==> config.mk <==
export PLATFORM = sky130hd
export DESIGN_NAME = i2c_slave_responder
export DESIGN_NICKNAME = d
export VERILOG_FILES = /design/src/rtl/i2c_slave_responder.sv
export SDC_FILE = /design/constraint.sdc
export NUM_CORES = 2
export LEC_CHECK = 0
export CORE_ASPECT_RATIO = 0.5
export CORE_MARGIN = 1
export CORE_UTILIZATION = 30
export DETAILED_ROUTE_END_ITERATION = 16
export MAX_ROUTING_LAYER = met4
export PLACE_DENSITY = 0.48
export SYNTH_ARGS = -nofsm -noshare
export SYNTH_HDL_FRONTEND = slang
export SYNTH_SLANG_ARGS = --single-unit
==> constraint.sdc <==
create_clock -name clk_i -period 5.1 [get_ports clk_i]
set_clock_uncertainty 0.2 [all_clocks]
set_input_delay 0.765 -clock clk_i [delete_from_list [all_inputs] [get_ports clk_i]]
set_output_delay 0.765 -clock clk_i [all_outputs]
set_load 0.02 [all_outputs]
==> src/rtl/i2c_slave_responder.sv <==
// I2C slave responder at a fixed 7-bit address: ACKs writes into a receive memory and serves
// reads from a host-loaded transmit FIFO, reporting each finished transfer on a status strobe.
module i2c_slave_responder #(
    parameter int unsigned                    I2C_ADDR_WIDTH = 7,
    parameter int unsigned                    I2C_DATA_WIDTH = 8,
    parameter logic [I2C_ADDR_WIDTH-1:0]      SLAVE_ADDR     = 7'h12,
    parameter int unsigned                    RX_DEPTH       = 128,
    parameter int unsigned                    TX_DEPTH       = 64
) (
    input  logic                              clk_i,
    input  logic                              rst_i,
    input  logic                              scl_i,
    input  logic                              sda_i,
    output logic                              sda_o,
    input  logic                              tx_push,
    input  logic [I2C_DATA_WIDTH-1:0]         tx_data,
    output logic                              tx_empty,
    input  logic [$clog2(RX_DEPTH)-1:0]       rx_idx,
    output logic [I2C_DATA_WIDTH-1:0]         rx_data,
    output logic [$clog2(RX_DEPTH+1)-1:0]     rx_count,
    output logic                              xfer_done,
    output logic                              xfer_op,
    output logic [7:0]                        xfer_len
);

    localparam int unsigned DW     = I2C_DATA_WIDTH;
    localparam int unsigned RxIdxW = $clog2(RX_DEPTH);
    localparam int unsigned RxCntW = $clog2(RX_DEPTH + 1);
    localparam int unsigned TxPtrW = $clog2(TX_DEPTH);
    localparam int unsigned TxCntW = $clog2(TX_DEPTH + 1);
    localparam logic [RxCntW-1:0] RxFull = RxCntW'(RX_DEPTH);
    localparam logic [TxCntW-1:0] TxFull = TxCntW'(TX_DEPTH);

    typedef enum logic [2:0] {
        StIdle, StAddr, StAddrAck, StWrData, StWrAck, StRdData, StRdAck, StIgnore
    } state_e;

    state_e              state_q, state_d;
    logic [1:0]          scl_sync_q, sda_sync_q;
    logic                scl_prev_q, sda_prev_q;
    logic [3:0]          bit_cnt_q, bit_cnt_d;
    logic [DW-1:0]       shift_q, shift_d;
    logic [DW-1:0]       tx_shift_q, tx_shift_d;
    logic                sda_out_q, sda_out_d;
    logic                rw_q, rw_d;
    logic                addressed_q, addressed_d;
    logic [7:0]          len_q, len_d;
    logic                done_q, done_d;
    logic                op_q, op_d;
    logic [7:0]          xlen_q, xlen_d;
    logic [RxCntW-1:0]   rx_count_q;
    logic                rx_we;

    logic [DW-1:0]       rx_mem [RX_DEPTH];
    logic [DW-1:0]       tx_mem [TX_DEPTH];
    logic [TxPtrW-1:0]   tx_wr_ptr_q, tx_rd_ptr_q;
    logic [TxCntW-1:0]   tx_cnt_q;
    logic                tx_pop, tx_pop_eff, tx_push_eff, tx_empty_w, tx_full_w;
    logic [DW-1:0]       tx_byte;

    logic scl, sda, scl_rise, scl_fall, start_det, stop_det;

    assign scl       = scl_sync_q[1];
    assign sda       = sda_sync_q[1];
    assign scl_rise  = scl & ~scl_prev_q;
    assign scl_fall  = ~scl & scl_prev_q;
    assign start_det = scl & scl_prev_q & ~sda & sda_prev_q;
    assign stop_det  = scl & scl_prev_q & sda & ~sda_prev_q;

    assign tx_empty_w  = (tx_cnt_q == '0);
    assign tx_full_w   = (tx_cnt_q == TxFull);
    assign tx_pop_eff  = tx_pop & ~tx_empty_w;
    // A pop in the same cycle frees the slot, so a push into a full FIFO still lands.
    assign tx_push_eff = tx_push & (~tx_full_w | tx_pop_eff);
    assign tx_byte     = tx_empty_w ? '1 : tx_mem[tx_rd_ptr_q];

    always_comb begin
        state_d     = state_q;
        bit_cnt_d   = bit_cnt_q;
        shift_d     = shift_q;
        tx_shift_d  = tx_shift_q;
        sda_out_d   = sda_out_q;
        rw_d        = rw_q;
        addressed_d = addressed_q;
        len_d       = len_q;
        done_d      = 1'b0;
        op_d        = op_q;
        xlen_d      = xlen_q;
        rx_we       = 1'b0;
        tx_pop      = 1'b0;

        if (start_det || stop_det) begin
            if (addressed_q) begin
                done_d = 1'b1;
                op_d   = rw_q;
                xlen_d = len_q;
            end
            addressed_d = 1'b0;
            sda_out_d   = 1'b1;
            bit_cnt_d   = '0;
            if (start_det) begin
                state_d = StAddr;
                len_d   = '0;
            end else begin
                state_d = StIdle;
            end
        end else begin
            case (state_q)
                StAddr, StWrData: begin
                    if (scl_rise) begin
                        shift_d   = {shift_q[DW-2:0], sda};
                        bit_cnt_d = bit_cnt_q + 4'd1;
                    end else if (scl_fall && bit_cnt_q == 4'd8) begin
                        bit_cnt_d = '0;
                        if (state_q == StAddr) begin
                            if (shift_q[DW-1:1] == SLAVE_ADDR) begin
                                state_d     = StAddrAck;
                                sda_out_d   = 1'b0;
                                addressed_d = 1'b1;
                                rw_d        = shift_q[0];
                            end else begin
                                state_d = StIgnore;
                            end
                        end else begin
                            rx_we     = (rx_count_q != RxFull);
                            len_d     = (len_q == 8'hFF) ? len_q : len_q + 8'd1;
                            state_d   = StWrAck;
                            sda_out_d = 1'b0;
                        end
                    end
                end
                StAddrAck, StWrAck: begin
                    if (scl_rise) begin
                        bit_cnt_d = 4'd1;
                    end else if (scl_fall && bit_cnt_q != '0) begin
                        bit_cnt_d = '0;
                        if (state_q == StWrAck || !rw_q) begin
                            state_d   = StWrData;
                            sda_out_d = 1'b1;
                        end else begin
                            // MSB must be on the bus before the next rising edge.
                            state_d    = StRdData;
                            tx_pop     = 1'b1;
                            tx_shift_d = tx_byte;
                            sda_out_d  = tx_byte[DW-1];
                        end
                    end
                end
                StRdData: begin
                    if (scl_rise) begin
                        bit_cnt_d = bit_cnt_q + 4'd1;
                    end else if (scl_fall) begin
                        if (bit_cnt_q == 4'd8) begin
                            sda_out_d = 1'b1;
                            bit_cnt_d = '0;
                            len_d     = (len_q == 8'hFF) ? len_q : len_q + 8'd1;
                            state_d   = StRdAck;
                        end else if (bit_cnt_q != '0) begin
                            sda_out_d  = tx_shift_q[DW-2];
                            tx_shift_d = tx_shift_q << 1;
                        end
                    end
                end
                StRdAck: begin
                    if (scl_rise) begin
                        bit_cnt_d  = 4'd1;
                        shift_d[0] = sda;
                    end else if (scl_fall && bit_cnt_q != '0) begin
                        bit_cnt_d = '0;
                        if (shift_q[0]) begin
                            state_d = StIgnore;
                        end else begin
                            state_d    = StRdData;
                            tx_pop     = 1'b1;
                            tx_shift_d = tx_byte;
                            sda_out_d  = tx_byte[DW-1];
                        end
                    end
                end
                default: ;
            endcase
        end
    end

    always_ff @(posedge clk_i) begin
        if (rst_i) begin
            state_q     <= StIdle;
            scl_sync_q  <= 2'b11;
            sda_sync_q  <= 2'b11;
            scl_prev_q  <= 1'b1;
            sda_prev_q  <= 1'b1;
            bit_cnt_q   <= '0;
            shift_q     <= '0;
            tx_shift_q  <= '0;
            sda_out_q   <= 1'b1;
            rw_q        <= 1'b0;
            addressed_q <= 1'b0;
            len_q       <= '0;
            done_q      <= 1'b0;
            op_q        <= 1'b0;
            xlen_q      <= '0;
            rx_count_q  <= '0;
            tx_wr_ptr_q <= '0;
            tx_rd_ptr_q <= '0;
            tx_cnt_q    <= '0;
        end else begin
            state_q     <= state_d;
            scl_sync_q  <= {scl_sync_q[0], scl_i};
            sda_sync_q  <= {sda_sync_q[0], sda_i};
            scl_prev_q  <= scl;
            sda_prev_q  <= sda;
            bit_cnt_q   <= bit_cnt_d;
            shift_q     <= shift_d;
            tx_shift_q  <= tx_shift_d;
            sda_out_q   <= sda_out_d;
            rw_q        <= rw_d;
            addressed_q <= addressed_d;
            len_q       <= len_d;
            done_q      <= done_d;
            op_q        <= op_d;
            xlen_q      <= xlen_d;
            if (rx_we) rx_count_q <= rx_count_q + RxCntW'(1);
            if (tx_push_eff) tx_wr_ptr_q <= tx_wr_ptr_q + TxPtrW'(1);
            if (tx_pop_eff) tx_rd_ptr_q <= tx_rd_ptr_q + TxPtrW'(1);
            case ({tx_push_eff, tx_pop_eff})
                2'b10:   tx_cnt_q <= tx_cnt_q + TxCntW'(1);
                2'b01:   tx_cnt_q <= tx_cnt_q - TxCntW'(1);
                default: ;
            endcase
        end
    end

    always_ff @(posedge clk_i) begin
        if (rx_we) rx_mem[rx_count_q[RxIdxW-1:0]] <= shift_q;
        if (tx_push_eff) tx_mem[tx_wr_ptr_q] <= tx_data;
    end

    assign sda_o     = sda_out_q;
    assign tx_empty  = tx_empty_w;
    assign rx_data   = rx_mem[rx_idx];
    assign rx_count  = rx_count_q;
    assign xfer_done = done_q;
    assign xfer_op   = op_q;
    assign xfer_len  = xlen_q;

endmodule

==> flow_summary.toml <==
[worst_setup_path]
cpMaxStageDelayCell = "clkdlybuf4s50_1"
rrSetupSlack_ns = 0.83
reg2reg_to = "rx_mem[104][5]$_DFFE_PP_"
end_kind = "output port"
critPathMaxFanout = 22
crit_family = "buffers and inverters"
worstPathCellList = "buf_8 -> buf_12 -> buf_12 -> buf_4 -> mux4_2 -> mux2i_1 -> a22oi_1 -> o211ai_1 -> buf_4 -> nand4_1 -> clkdlybuf4s50_1"
setup.worst_path.class = "input pin to output port"
max_stage_delay_ns = 0.63
reg2reg_depth = 8
cp.required_ns = 4.14
cp.depth = 11
worstSetupStartpointType = "input pin"
reg2reg_from = "scl_prev_q$_SDFF_PP1_"
path_buf_inv = 6
cp.arrival_ns = 3.96

[floorplanning]
die_h_um = 327
start_util = 0.304
dieArea_um2 = 213000
die_w_um = 652
core_area_um2 = 208000
rows = 118
io_pins = 48

[timing]
maxSlewHeadroom = 0.207
worst_slack_ns = 0.173
maxClockFrequency_mhz = 203
post-route-period-util = 0.966
hold_viol = 0
worstMarginPinSlew_ns = 1.19
hold_ws_ns = 0.209
period_minus_slack_ns = 4.93
maxSlewViolCount = 0
rsz0062_at_grt = "no"
setup_viol_count_final = 0

[power_and_ir_drop]
clock_power_share = 0.437
pwr-share-seq = 0.530
p_comb_frac = 0.033
internal-power_mw = 21.6
leakage_nw = 22.8
vdd_drop_max_mv = 0.256
power_density_nw_per_um2 = 370
p_sw_frac = 0.205
switchingPower_mw = 5.58

[synth]
synth_largest_area_cell = "edfxtp_1"
synth_nets = 3126
synthCells = 3090
synth.area.top_cells = "edfxtp_1 (73%), mux4_2 (15%), dfxtp_1 (2.6%)"
ys_warn_count = 0
syn_avg_cell_area_um2 = 20.5
synth_area_um2 = 63400
synth-seq-area-share = 0.754
synth.top_cell.area_share = 0.728
yosysMostFrequentCell = "edfxtp_1"
synth-edff-count = 1536
ys.flop_type = "edfxtp_1"
ys_top_cells_by_count = "edfxtp_1 (1536), mux4_2 (432), nor2_1 (255)"
synth-async-reset-ratio = 0
ys_ff_latch = 1618
synth_cell_types = 65

[layout]
fin_area_um2 = 73400
nNetsFinal = 3353
fillerInstances = 19500
drive_gt1_frac = 0.262
syn2layout_area_growth_pct = 15.9
diodes = 0

[global_route]
grt.total_usage = 0.151
grt_max_degree = 89
grt_pass1_wl_mm = 230
antenna_found_initial = 0
grt_pass1_vias = 31700
grt.overflow.total = 0

[clock_network]
cts_setup_buffers = 0
clk_latency_ns = 0.81
clock-sinks = 1618
h-tree-depth = 4
cts_tree = "yes"
ctsHoldBuffers = 0
cts_resized = 0
clockRootBuffer = "clkbuf_16"
cts_buffer_depth = 4
clkTransAtPathRegs_ns = 0.06
cts_made_buffers = 159

[drt]
dr.pass1.iters = 5
drt_iter0_drc = 2642
vias = 30800
ant_nets = 0
viasPerCell = 4.93
finalWirelength_mm = 158
drc = 0
wl_per_cell_um = 25.2

[placed_design]
io_buffers = 47
dpl.hpwl_mm = 98.7
placed_area_um2 = 68300
pre_cts_ws_ns = 0.0676
gp_congestion = 0.777

[worst_hold_path]
hold_path_class = "register to register"
hold-path-endpoint = "sda_sync_q[1]$_SDFF_PP1_"
holdPathStages = 1
hold_path.startpoint = "sda_sync_q[0]$_SDFF_PP1_"

[run_status]
status = "finished clean"

[flow_run]
maxCapViolCount = 0
## through the flow
step | util | TNS [ns] | std cells | total power, mW
after CTS | 0.352 | 0 | 6252 | 27.5
after floorplan | - | 0 | 3090 | 15.2
after global placement | 0.328 | -0.0417 | 5976 | 15.6
after detailed placement | 0.328 | 0 | 5976 | 15.6
final | 0.352 | 0 | 6252 | 27.2
after global routing | 0.352 | 0 | 6252 | 28.0
## flip-flops by register name, indices dropped and copies added, names as in the netlist, 2 cells and up, named ones only
signal,cells
tx_wr_ptr_q,6
rx_count,8
len_q,8
tx_mem,512
tx_cnt_q,7
shift_q,8
tx_rd_ptr_q,6
scl_sync_q,2
rx_mem,1024
sda_sync_q,2
xfer_len,8
tx_shift_q,7
state_q,3
bit_cnt_q,4
## cells in the final DEF, fill, tap and decap left out, types with 45 or more instances in the layout
cell       netlist  layout
mux2i_1         84      84
nand2_1        103     103
dfxtp_1         82      70
edfxtp_1      1536    1536
buf_4            5     167
clkbuf_16        0     166
a22oi_1         45      45
nand3_1         51      49
nor2_1         255     255
mux4_2         432     432
## power by group through the flow
| stage | clock network [mW] | logic, mW | registers, mW |
|---|---|---|---|
| 6_report | 11.9 | 0.893 | 14.4 |
| 5_1_grt | 12.7 | 0.953 | 14.4 |
| 2_1_floorplan | 0 | 0.517 | 14.7 |
| 3_5_place_dp | 0 | 0.918 | 14.7 |
| 3_3_place_gp | 0 | 0.911 | 14.7 |
| 4_1_cts | 12.2 | 0.920 | 14.4 |
## how the worst max path moves through the flow
stage | endpoint | slack [ns] | from
finish | rx_data[5] | 0.17 | rx_idx[0]
global route | rx_data[5] | 0.04 | rx_idx[0]
CTS | rx_data[5] | 0.07 | rx_idx[0]
detailed placement | rx_data[5] | 0.07 | rx_idx[0]
global placement | rx_data[5] | -0.04 | rx_idx[0]
floorplan | tx_cnt_q[6]$_SDFFE_PP0P_ | 0.61 | shift_q[0]$_SDFFE_PP0P_
## layout make-up
| type | count | area, µm² | area share |
|---|---|---|---|
| inverter | 19 | 71.3 | 0.000971 |
| sequential | 1618 | 47800 | 0.651 |
| clock inverter | 82 | 832 | 0.0113 |
| multi-input combinational | 1285 | 14800 | 0.202 |
| tap | 2820 | 3530 | 0.0480 |
| clock buffer | 194 | 4300 | 0.0585 |
| timing repair buffer | 234 | 2100 | 0.0287 |
## cell families (layout without fill, tap and decap cells)
family                     Yosys count  in the layout  synth area share
AOI/OAI and AO/OA                  180            180            0.0197
xor gates and xnor gates            26             26           0.00359
adders and majority gates           16             16           0.00328
buffers and inverters              187            529            0.0126
DFF                               1618           1618             0.754
muxes                              518            518             0.167
and+or+nand+nor                    545            545            0.0397
## routing by layer
metal | share of wire | global-route usage | up-vias
li1 | - | - | 13200
met1 | 0.46 | 0.208 | 16600
met2 | 0.48 | 0.240 | 801
met3 | 0.048 | 0.0243 | 208
met4 | 0.017 | 0.0297 | 0
met5 | 0 | - | -
Note: power is estimated with default switching activity, not from simulation.
